**config.mk**
```make
export PLATFORM = sky130hd
export DESIGN_NAME = inst_fetcher_flat
export DESIGN_NICKNAME = d
export VERILOG_FILES = /design/src/rtl/inst_fetcher_if.sv /design/src/rtl/inst_fetcher.sv /design/src/flat_wrapper.sv
export SDC_FILE = /design/constraint.sdc
export NUM_CORES = 1
export LEC_CHECK = 0
export CORE_UTILIZATION = 35
export CTS_BUF_LIST = sky130_fd_sc_hd__clkbuf_4
export CTS_CLUSTER_DIAMETER = 100
export DETAILED_ROUTE_END_ITERATION = 10
export GPL_TIMING_DRIVEN = 0
export PLACE_DENSITY_LB_ADDON = 0.2
export SYNTH_ARGS = -nofsm -noshare
export SYNTH_HDL_FRONTEND = slang
export SYNTH_SLANG_ARGS = --single-unit
export TNS_END_PERCENT = 10
```
**constraint.sdc**
```tcl
create_clock -name clk -period 3.1 [get_ports clk]
set_input_delay 0.62 -clock clk [delete_from_list [all_inputs] [get_ports clk]]
set_output_delay 0.62 -clock clk [all_outputs]
set_load 0.01 [all_outputs]
```
**src/rtl/inst_fetcher_if.sv**
```systemverilog
// Fetch-side bus bundle: instruction memory request/response and dispatcher hand-off.
// The fetcher uses the master modport; memory and dispatcher models use slave.
interface inst_fetcher_if;
  logic        mem_req;
  logic [31:0] mem_addr;
  logic        mem_valid;
  logic [31:0] mem_data;
  logic        disp_full;
  logic        if_valid;
  logic [31:0] if_inst;
  logic [31:0] if_pc;
  logic        if_jump;

  modport master (
    output mem_req, mem_addr, if_valid, if_inst, if_pc, if_jump,
    input  mem_valid, mem_data, disp_full
  );

  modport slave (
    input  mem_req, mem_addr, if_valid, if_inst, if_pc, if_jump,
    output mem_valid, mem_data, disp_full
  );
endinterface

```
**src/rtl/inst_fetcher.sv**
```systemverilog
// Instruction fetcher: single-outstanding fetch FSM, static/BHT next-pc prediction, circular
// instruction queue to the dispatcher. Define BHT_EN to add the 16-entry 2-bit branch history table.
//
// state  | meaning
// S_IDLE | no request outstanding; issue one when the queue has room
// S_WAIT | request outstanding; push the response and advance pc
// S_DROP | request outstanding but flushed; discard its response
module inst_fetcher #(
  parameter int          QUEUE_DEPTH = 4,
  parameter logic [31:0] RESET_PC    = 32'h0
) (
  input  logic        clk,
  input  logic        rst,
  input  logic        rdy,
  input  logic        wrong_commit,
  input  logic [31:0] commit_pc,
  input  logic        bp_upd_valid,
  input  logic [31:0] bp_upd_pc,
  input  logic        bp_upd_taken,
  inst_fetcher_if.master bus
);

  localparam int PW = (QUEUE_DEPTH > 1) ? $clog2(QUEUE_DEPTH) : 1;
  localparam int CW = PW + 1;
  localparam logic [6:0] OP_JAL = 7'b1101111;
  localparam logic [6:0] OP_BR  = 7'b1100011;

  typedef enum logic [1:0] {S_IDLE, S_WAIT, S_DROP} state_t;

  state_t        state;
  logic [31:0]   pc;
  logic [PW-1:0] head, tail;
  logic [CW-1:0] count;
  logic          mem_req_q, if_valid_q, if_jump_q;
  logic [31:0]   mem_addr_q, if_inst_q, if_pc_q;

  logic [31:0]   q_inst [QUEUE_DEPTH];
  logic [31:0]   q_pc   [QUEUE_DEPTH];
  logic          q_jump [QUEUE_DEPTH];

  logic          push, pop, b_taken, pred;
  logic [31:0]   j_imm, b_imm, next_pc;
  logic          unused_bp;

  assign bus.mem_req  = mem_req_q;
  assign bus.mem_addr = mem_addr_q;
  assign bus.if_valid = if_valid_q;
  assign bus.if_inst  = if_inst_q;
  assign bus.if_pc    = if_pc_q;
  assign bus.if_jump  = if_jump_q;

  // A flush overrides any queue movement in the same cycle.
  assign push = rdy && !wrong_commit && (state == S_WAIT) && bus.mem_valid;
  assign pop  = rdy && !wrong_commit && (count != '0) && !bus.disp_full;

  assign j_imm = {{12{bus.mem_data[31]}}, bus.mem_data[19:12], bus.mem_data[20],
                  bus.mem_data[30:21], 1'b0};
  assign b_imm = {{20{bus.mem_data[31]}}, bus.mem_data[7], bus.mem_data[30:25],
                  bus.mem_data[11:8], 1'b0};

`ifdef BHT_EN
  logic [1:0] bht [16];

  assign b_taken   = bht[pc[5:2]][1];
  assign unused_bp = ^{bp_upd_pc[31:6], bp_upd_pc[1:0]};

  always_ff @(posedge clk or negedge rst) begin
    if (!rst) begin
      for (int i = 0; i < 16; i++) bht[i] <= 2'b01;
    end else if (rdy && bp_upd_valid) begin
      if (bp_upd_taken && bht[bp_upd_pc[5:2]] != 2'b11)
        bht[bp_upd_pc[5:2]] <= bht[bp_upd_pc[5:2]] + 2'b01;
      else if (!bp_upd_taken && bht[bp_upd_pc[5:2]] != 2'b00)
        bht[bp_upd_pc[5:2]] <= bht[bp_upd_pc[5:2]] - 2'b01;
    end
  end
`else
  assign b_taken   = 1'b0;
  assign unused_bp = ^{bp_upd_valid, bp_upd_taken, bp_upd_pc};
`endif

  always_comb begin
    next_pc = pc + 32'd4;
    pred    = 1'b0;
    if (bus.mem_data[6:0] == OP_JAL) begin
      next_pc = pc + j_imm;
      pred    = 1'b1;
    end else if (bus.mem_data[6:0] == OP_BR && b_taken) begin
      next_pc = pc + b_imm;
      pred    = 1'b1;
    end
  end

  // Queue storage needs no reset; only pointers and count define validity.
  always_ff @(posedge clk) begin
    if (push) begin
      q_inst[tail] <= bus.mem_data;
      q_pc[tail]   <= pc;
      q_jump[tail] <= pred;
    end
  end

  always_ff @(posedge clk or negedge rst) begin
    if (!rst) begin
      state      <= S_IDLE;
      pc         <= RESET_PC;
      head       <= '0;
      tail       <= '0;
      count      <= '0;
      mem_req_q  <= 1'b0;
      mem_addr_q <= '0;
      if_valid_q <= 1'b0;
      if_inst_q  <= '0;
      if_pc_q    <= '0;
      if_jump_q  <= 1'b0;
    end else if (rdy) begin
      mem_req_q <= 1'b0;
      if (wrong_commit) begin
        head       <= '0;
        tail       <= '0;
        count      <= '0;
        if_valid_q <= 1'b0;
        pc         <= commit_pc;
        case (state)
          S_WAIT, S_DROP: state <= bus.mem_valid ? S_IDLE : S_DROP;
          default:        state <= S_IDLE;
        endcase
      end else begin
        if (pop) begin
          if_valid_q <= 1'b1;
          if_inst_q  <= q_inst[head];
          if_pc_q    <= q_pc[head];
          if_jump_q  <= q_jump[head];
          head       <= head + PW'(1);
        end else begin
          if_valid_q <= 1'b0;
        end
        if (push) tail <= tail + PW'(1);
        case ({push, pop})
          2'b10:   count <= count + CW'(1);
          2'b01:   count <= count - CW'(1);
          default: count <= count;
        endcase
        case (state)
          S_IDLE: begin
            if (count < CW'(QUEUE_DEPTH)) begin
              mem_req_q  <= 1'b1;
              mem_addr_q <= pc;
              state      <= S_WAIT;
            end
          end
          S_WAIT: begin
            if (bus.mem_valid) begin
              pc    <= next_pc;
              state <= S_IDLE;
            end
          end
          S_DROP: begin
            if (bus.mem_valid) state <= S_IDLE;
          end
          default: state <= S_IDLE;
        endcase
      end
    end else begin
      mem_req_q <= 1'b0;
    end
  end

endmodule
```
**src/flat_wrapper.sv**
```systemverilog
// flat-port wrapper written by rule: the top's interface ports become plain ports
module inst_fetcher_flat 
#(
  parameter int          QUEUE_DEPTH = 4,
  parameter logic [31:0] RESET_PC    = 32'h0
)
  (clk, rst, rdy, wrong_commit, commit_pc, bp_upd_valid, bp_upd_pc, bp_upd_taken, bus_mem_req, bus_mem_addr, bus_if_valid, bus_if_inst, bus_if_pc, bus_if_jump, bus_mem_valid, bus_mem_data, bus_disp_full);
  inst_fetcher_if bus_i ();
  input  logic clk;
  input  logic rst;
  input  logic rdy;
  input  logic wrong_commit;
  input  logic [31:0] commit_pc;
  input  logic bp_upd_valid;
  input  logic [31:0] bp_upd_pc;
  input  logic bp_upd_taken;
  output wire logic [$bits(bus_i.mem_req)-1:0] bus_mem_req;
  output wire logic [$bits(bus_i.mem_addr)-1:0] bus_mem_addr;
  output wire logic [$bits(bus_i.if_valid)-1:0] bus_if_valid;
  output wire logic [$bits(bus_i.if_inst)-1:0] bus_if_inst;
  output wire logic [$bits(bus_i.if_pc)-1:0] bus_if_pc;
  output wire logic [$bits(bus_i.if_jump)-1:0] bus_if_jump;
  input wire logic [$bits(bus_i.mem_valid)-1:0] bus_mem_valid;
  input wire logic [$bits(bus_i.mem_data)-1:0] bus_mem_data;
  input wire logic [$bits(bus_i.disp_full)-1:0] bus_disp_full;
  assign bus_mem_req = bus_i.mem_req;
  assign bus_mem_addr = bus_i.mem_addr;
  assign bus_if_valid = bus_i.if_valid;
  assign bus_if_inst = bus_i.if_inst;
  assign bus_if_pc = bus_i.if_pc;
  assign bus_if_jump = bus_i.if_jump;
  assign bus_i.mem_valid = bus_mem_valid;
  assign bus_i.mem_data = bus_mem_data;
  assign bus_i.disp_full = bus_disp_full;
  inst_fetcher #(.QUEUE_DEPTH(QUEUE_DEPTH), .RESET_PC(RESET_PC)) u_core (.clk(clk), .rst(rst), .rdy(rdy), .wrong_commit(wrong_commit), .commit_pc(commit_pc), .bp_upd_valid(bp_upd_valid), .bp_upd_pc(bp_upd_pc), .bp_upd_taken(bp_upd_taken), .bus(bus_i));
endmodule
```
# Yosys cells after proc, flatten, opt, wreduce, memory -nomap -nowiden
# Memory sizes are Yosys's and may differ from the RTL's. A register that Yosys moved wholly into a read port is not among the register bits.
# Index checks and enable logic that the tools add are counted.
# W data, S select, Z words.
# op_classes
add_sub_neg	6
order_cmp	1
n_eq_ne	7
muxes	25
bitwise	1
reduce_logical	25
# ops
cell	count
$mux W32	4
$add A32 B3 Y32 const B	1
$add A32 B32 Y32	1
$mux W2	9
$mux W1	9
$reduce_and A3 Y1	3
$reduce_bool A2 Y1	4
$eq A7 B7 Y1 const B	1
$pmux W3 S2	1
$reduce_and A2 Y1	3
$reduce_bool A3 Y1	2
$logic_and A1 B1 Y1	5
$logic_not A1 Y1	5
$add A2 B1 Y2 const B	2
$eq A2 B1 Y1 const B	2
$eq A2 B2 Y1 const B	2
$pmux W2 S2	1
$reduce_and A4 Y1	1
$add A3 B1 Y3 const B	1
$lt A3 B3 Y1 const B	1
$mux W3	1
$ne A3 B1 Y1 const B	1
$ne A3 B2 Y1 const B	1
$sub A3 B1 Y3 const B	1
3 further kinds	3
# word_totals
reg_bits	75
ramBits	260
input_bits	104
output_inout_bits	99
word_cells	76
memories	3
# mem_list
name	words	word_bits	read_ports	rd_ports_with_merged_regs	wr	line_no	source
u_core.q_inst	4	32	1	1	1	inst_fetcher.sv:37	logic [31:0] q_inst [QUEUE_DEPTH];
u_core.q_pc	4	32	1	1	1	inst_fetcher.sv:38	logic [31:0] q_pc [QUEUE_DEPTH];
u_core.q_jump	4	1	1	1	1	inst_fetcher.sv:39	logic q_jump [QUEUE_DEPTH];

# Longest topological paths before layout
# logic_depth
ltp_word	7
depth_mapped	12
mapped_depth_nobuf	12

# Worst setup path after synthesis
# Ideal clock, no wire load.
# synth_path
path_kind	input -> register
start	input wrong_commit
end	memory u_core.q_inst[0][0], enable pin
setup_time_ns	0.430
arrival_ns	3.128
required_ns	2.670
path_slack_ns	-0.458
stages	5
n_path_buf	3
path_cell_list	clkbuf_1 inv_1 clkbuf_1 clkbuf_1 and3_1
# synth_via
elab_chain_cells	6
# synth_rtl
element	line_no	source
from (decl)	flat_wrapper.sv:12	input logic wrong_commit;
$logic_not A1 Y1	inst_fetcher.sv:53	assign push = rdy && !wrong_commit && (state == S_WAIT) && bus.mem_valid;
$logic_and A1 B1 Y1 (3 in a row)	inst_fetcher.sv:53	
$mux W1	inst_fetcher.sv:96	if (push) begin
$mux W1 (not written as such)	inst_fetcher.sv:97	q_inst[tail] <= bus.mem_data;
to (decl)	inst_fetcher.sv:37	
# No other way between the ends.

# Worst setup path in the final report
# layout_path
start	input bus_mem_data[21]
end	register u_core.pc[29]
# layout_via
elab_chain_cells	5
# layout_rtl
element	line_no	source
from (decl)	flat_wrapper.sv:24	input wire logic [$bits(bus_i.mem_data)-1:0] bus_mem_data;
$add A32 B32 Y32	inst_fetcher.sv:86	next_pc = pc + j_imm;
$mux W32	inst_fetcher.sv:85	if (bus.mem_data[6:0] == OP_JAL) begin
$mux W32	inst_fetcher.sv:153	if (bus.mem_valid) begin
$mux W32	inst_fetcher.sv:144	case (state)
$mux W32	inst_fetcher.sv:118	if (wrong_commit) begin
to (signal assigned)	inst_fetcher.sv:123	pc <= commit_pc;
to (signal assigned)	inst_fetcher.sv:154	pc <= next_pc;
to (decl)	inst_fetcher.sv:31	logic [31:0] pc;
# No other way between the ends. The select of a mux whose other input is x is not followed.
# A chain may end at the register's enable or synchronous reset.

==> impl_metrics.toml <==
[run_status]
outcome = "complete, no violations"

[worst_setup_path]
slowest_delay_ns = 0.64
crit_fanout = 6
r2r-end = "u_core.pc[31]"
cp.required_ns = 3.79
crit-reg2reg-launch = "u_core.pc[22]"
reg2reg_slack_ns = 0.10
cp-end-kind = "register"
arrival_ns = 3.71
worstSetupPathType = "in -> reg"
ff2ff_path_depth = 10
critical_path.cell_chain = "clkdlybuf4s50_1, ha_2, inv_1, fa_2, nor2b_2, o31ai_2, and2_1, o21ai_4, a31oi_4, o311ai_2, a21oi_1, xor2_1, a31oi_1"
start_kind = "input port"
crit_path_top_delay_cell = "clkdlybuf4s50_1"

[die]
die_x_um = 226
rows = 81
ioPinCount = 203
die_y_um = 226
start_util_pct = 35.6
core_area_mm2 = 0.0492
die_area_mm2 = 0.0509

[route]
first_pass_iters = 5
ant_nets = 0
drc = 0
wl_per_cell_um = 21.6
drt_iter0_drc = 676
totalWireLength_um = 47200
vias = 11300
viasPerCell = 5.17

[synthesis]
yosys_warnings = 0
synthFlopType = "edfxtp_1"
async_flop_share_pct = 35.0
synth_seq_area_share_pct = 64.6
synth_edf_count = 260
ys_seq_elements = 400
synth_area_mm2 = 0.0175
syn_nets = 1291
syn_area_per_cell_um2 = 15.2
synth_cell_types = 66
syn_inst = 1148

[timing]
fin_setup_tns_ns = 0
hold_viol_final = 0
final-setup-viol-count = 0
slew_violations = 0
period_share_pct = 97.4
relSlewSlack_pct = 32.4
finClkSkew_ns = 0.0555
fin_ws_ns = 0.0793
grt_setup_unrepaired = "true"
worstMarginPinSlew_ns = 1.01
max_freq_mhz = 331
period_minus_slack_ns = 3.02

[clocking]
cts_buffers = 105
cts.root.buffer_cell = "clkbuf_4"
cts_htree_levels = 3
cts_tree = "built"
cts_buffer_depth = 3
clk_latency_ns = 0.87
cts.sinks = 400
clk_pin_slew_worst_paths_ns = 0.07

[global_route]
grt_pass1_vias = 11600
antenna_found_initial = 2
grt_usage_pct = 19.1
overflow = 0
grt_pass1_wl_um = 71500
grt_max_degree = 94

[pwr]
peakVddDrop_v = 0.000361
p_leak_nw = 7.84
total_power_mw = 17.1
p_per_area_mw_per_mm2 = 788

[run]
drv_cap = 0

[layout]
fin_nets = 1574
layout_common_cells = "260 x edfxtp_1, 165 x clkdlybuf4s50_1, 161 x clkbuf_4"
drive_gt1_share_pct = 26.1
final_core_util_pct = 44.1
multi_input_area_mm2 = 0.00596
final_common_cell = "edfxtp_1"
fillers = 4486
seqCellArea_mm2 = 0.0113
syn2layout_area_growth_pct = 23.9

[place]
dp_slack_ns = -0.953
hpwl_um = 31700
place_congestion = 0.855
portBuffers = 167

[min_path]
min_path_type = "in -> async"
==> cell usage after synthesis, types with 23 or more instances <==
cell type | number | area, um^2
xor2_1 | 27 | 236
mux2_2 | 98 | 1100
o21ai_0 | 48 | 240
nand2_1 | 70 | 263
nor2_1 | 45 | 169
a21oi_1 | 66 | 330
ha_1 | 37 | 463
nand3_1 | 23 | 115
mux4_2 | 65 | 1460
edfxtp_1 | 260 | 7810
clkbuf_1 | 44 | 165
dfrtp_1 | 140 | 3500
==> kinds of logic after synthesis <==
| family | Yosys count | synth area share, % |
|---|---|---|
| flops | 400 | 64.6 |
| mux | 168 | 15.0 |
| simple gates | 209 | 5.89 |
| compound gates | 211 | 7.57 |
| buf+inv | 73 | 1.67 |
| xor+xnor | 48 | 2.40 |
| fa+ha+maj | 39 | 2.87 |
==> power breakdown <==
group | internal (mW) | switching, mW | leakage (nW)
clock network | 2.62 | 2.19 | 0.861
registers | 6.62 | 0.810 | 4.06
logic | 2.62 | 2.22 | 2.92
total | 11.9 | 5.23 | 7.84
==> worst max path at each step <==
stage	end	cells after the start	slack (ns)	from
detailed placement	u_core.pc[31]	12	-0.95	bus_mem_data[31]
floorplan	u_core.q_inst[1][0]	5	-0.45	wrong_commit
finish	u_core.pc[29]	13	0.08	bus_mem_data[21]
CTS	u_core.pc[29]	12	-0.03	u_core.pc[1]
global route	u_core.pc[31]	10	-0.09	u_core.pc[22]
global placement	u_core.bus.if_inst[4]	1	-5.23	rst
==> stage by stage <==
stage	instances	cell area [um^2]	hold WS (ns)
2_1_floorplan	1148	17500	0.324
3_3_place_gp	1979	20000	0.480
3_5_place_dp	1984	20200	0.468
4_1_cts	2181	21600	0.189
5_1_grt	2185	21700	0.250
6_report	2185	21700	0.268
==> routing by layer <==
layer | global-route usage, % | wire, um | vias to the layer above
met2 | 29.8 | 21900 | 372
li1 | - | - | 5075
met3 | 3.42 | 2510 | 67
met4 | 7.72 | 1100 | 0
met1 | 26.5 | 21700 | 5775
met5 | 0 | 0 | -
==> critical path, delay by kind of cell <==
family,cells,cell delay (ns)
AO/OA/AOI/OAI,6,1.04
XOR/XNOR,1,0.33
adder cells (fa/ha/maj),2,0.64
buffers and inverters,2,0.70
AND/OR/NAND/NOR,2,0.36
==> registers in the layout (all words and copies together), names as in the netlist, 2 cells and up <==
signal and count:
u_core.bus.if_inst 32, u_core.bus.if_pc 32, u_core.bus.mem_addr 32, u_core.count 3, u_core.head 2, u_core.pc 32
u_core.q_inst 128, u_core.q_jump 4, u_core.q_pc 128, u_core.state 2, u_core.tail 2
==> repair_timing <==
| action | 4_1_cts | 5_1_grt |
|---|---|---|
| gates resized for setup | 6 | 17 |
| setup endpoints to repair | 8 | 14 |
| hold endpoints to repair | 47 | 0 |
| buffers inserted | 0 | 3 |
| hold buffers | 1 | 0 |
| pin swaps | 1 | 3 |
==> cell type report <==
cell class	count	area share, %
repair buffers	176	8.51
plain buffers	55	1.04
clock inverters	35	1.03
flip-flops and latches	400	52.2
diodes	1	0.0115
multi-input cells	675	27.5
clock buffers	161	5.57
inverters	18	0.312
well taps	664	3.83
Note: power is estimated with default switching activity, not from simulation.
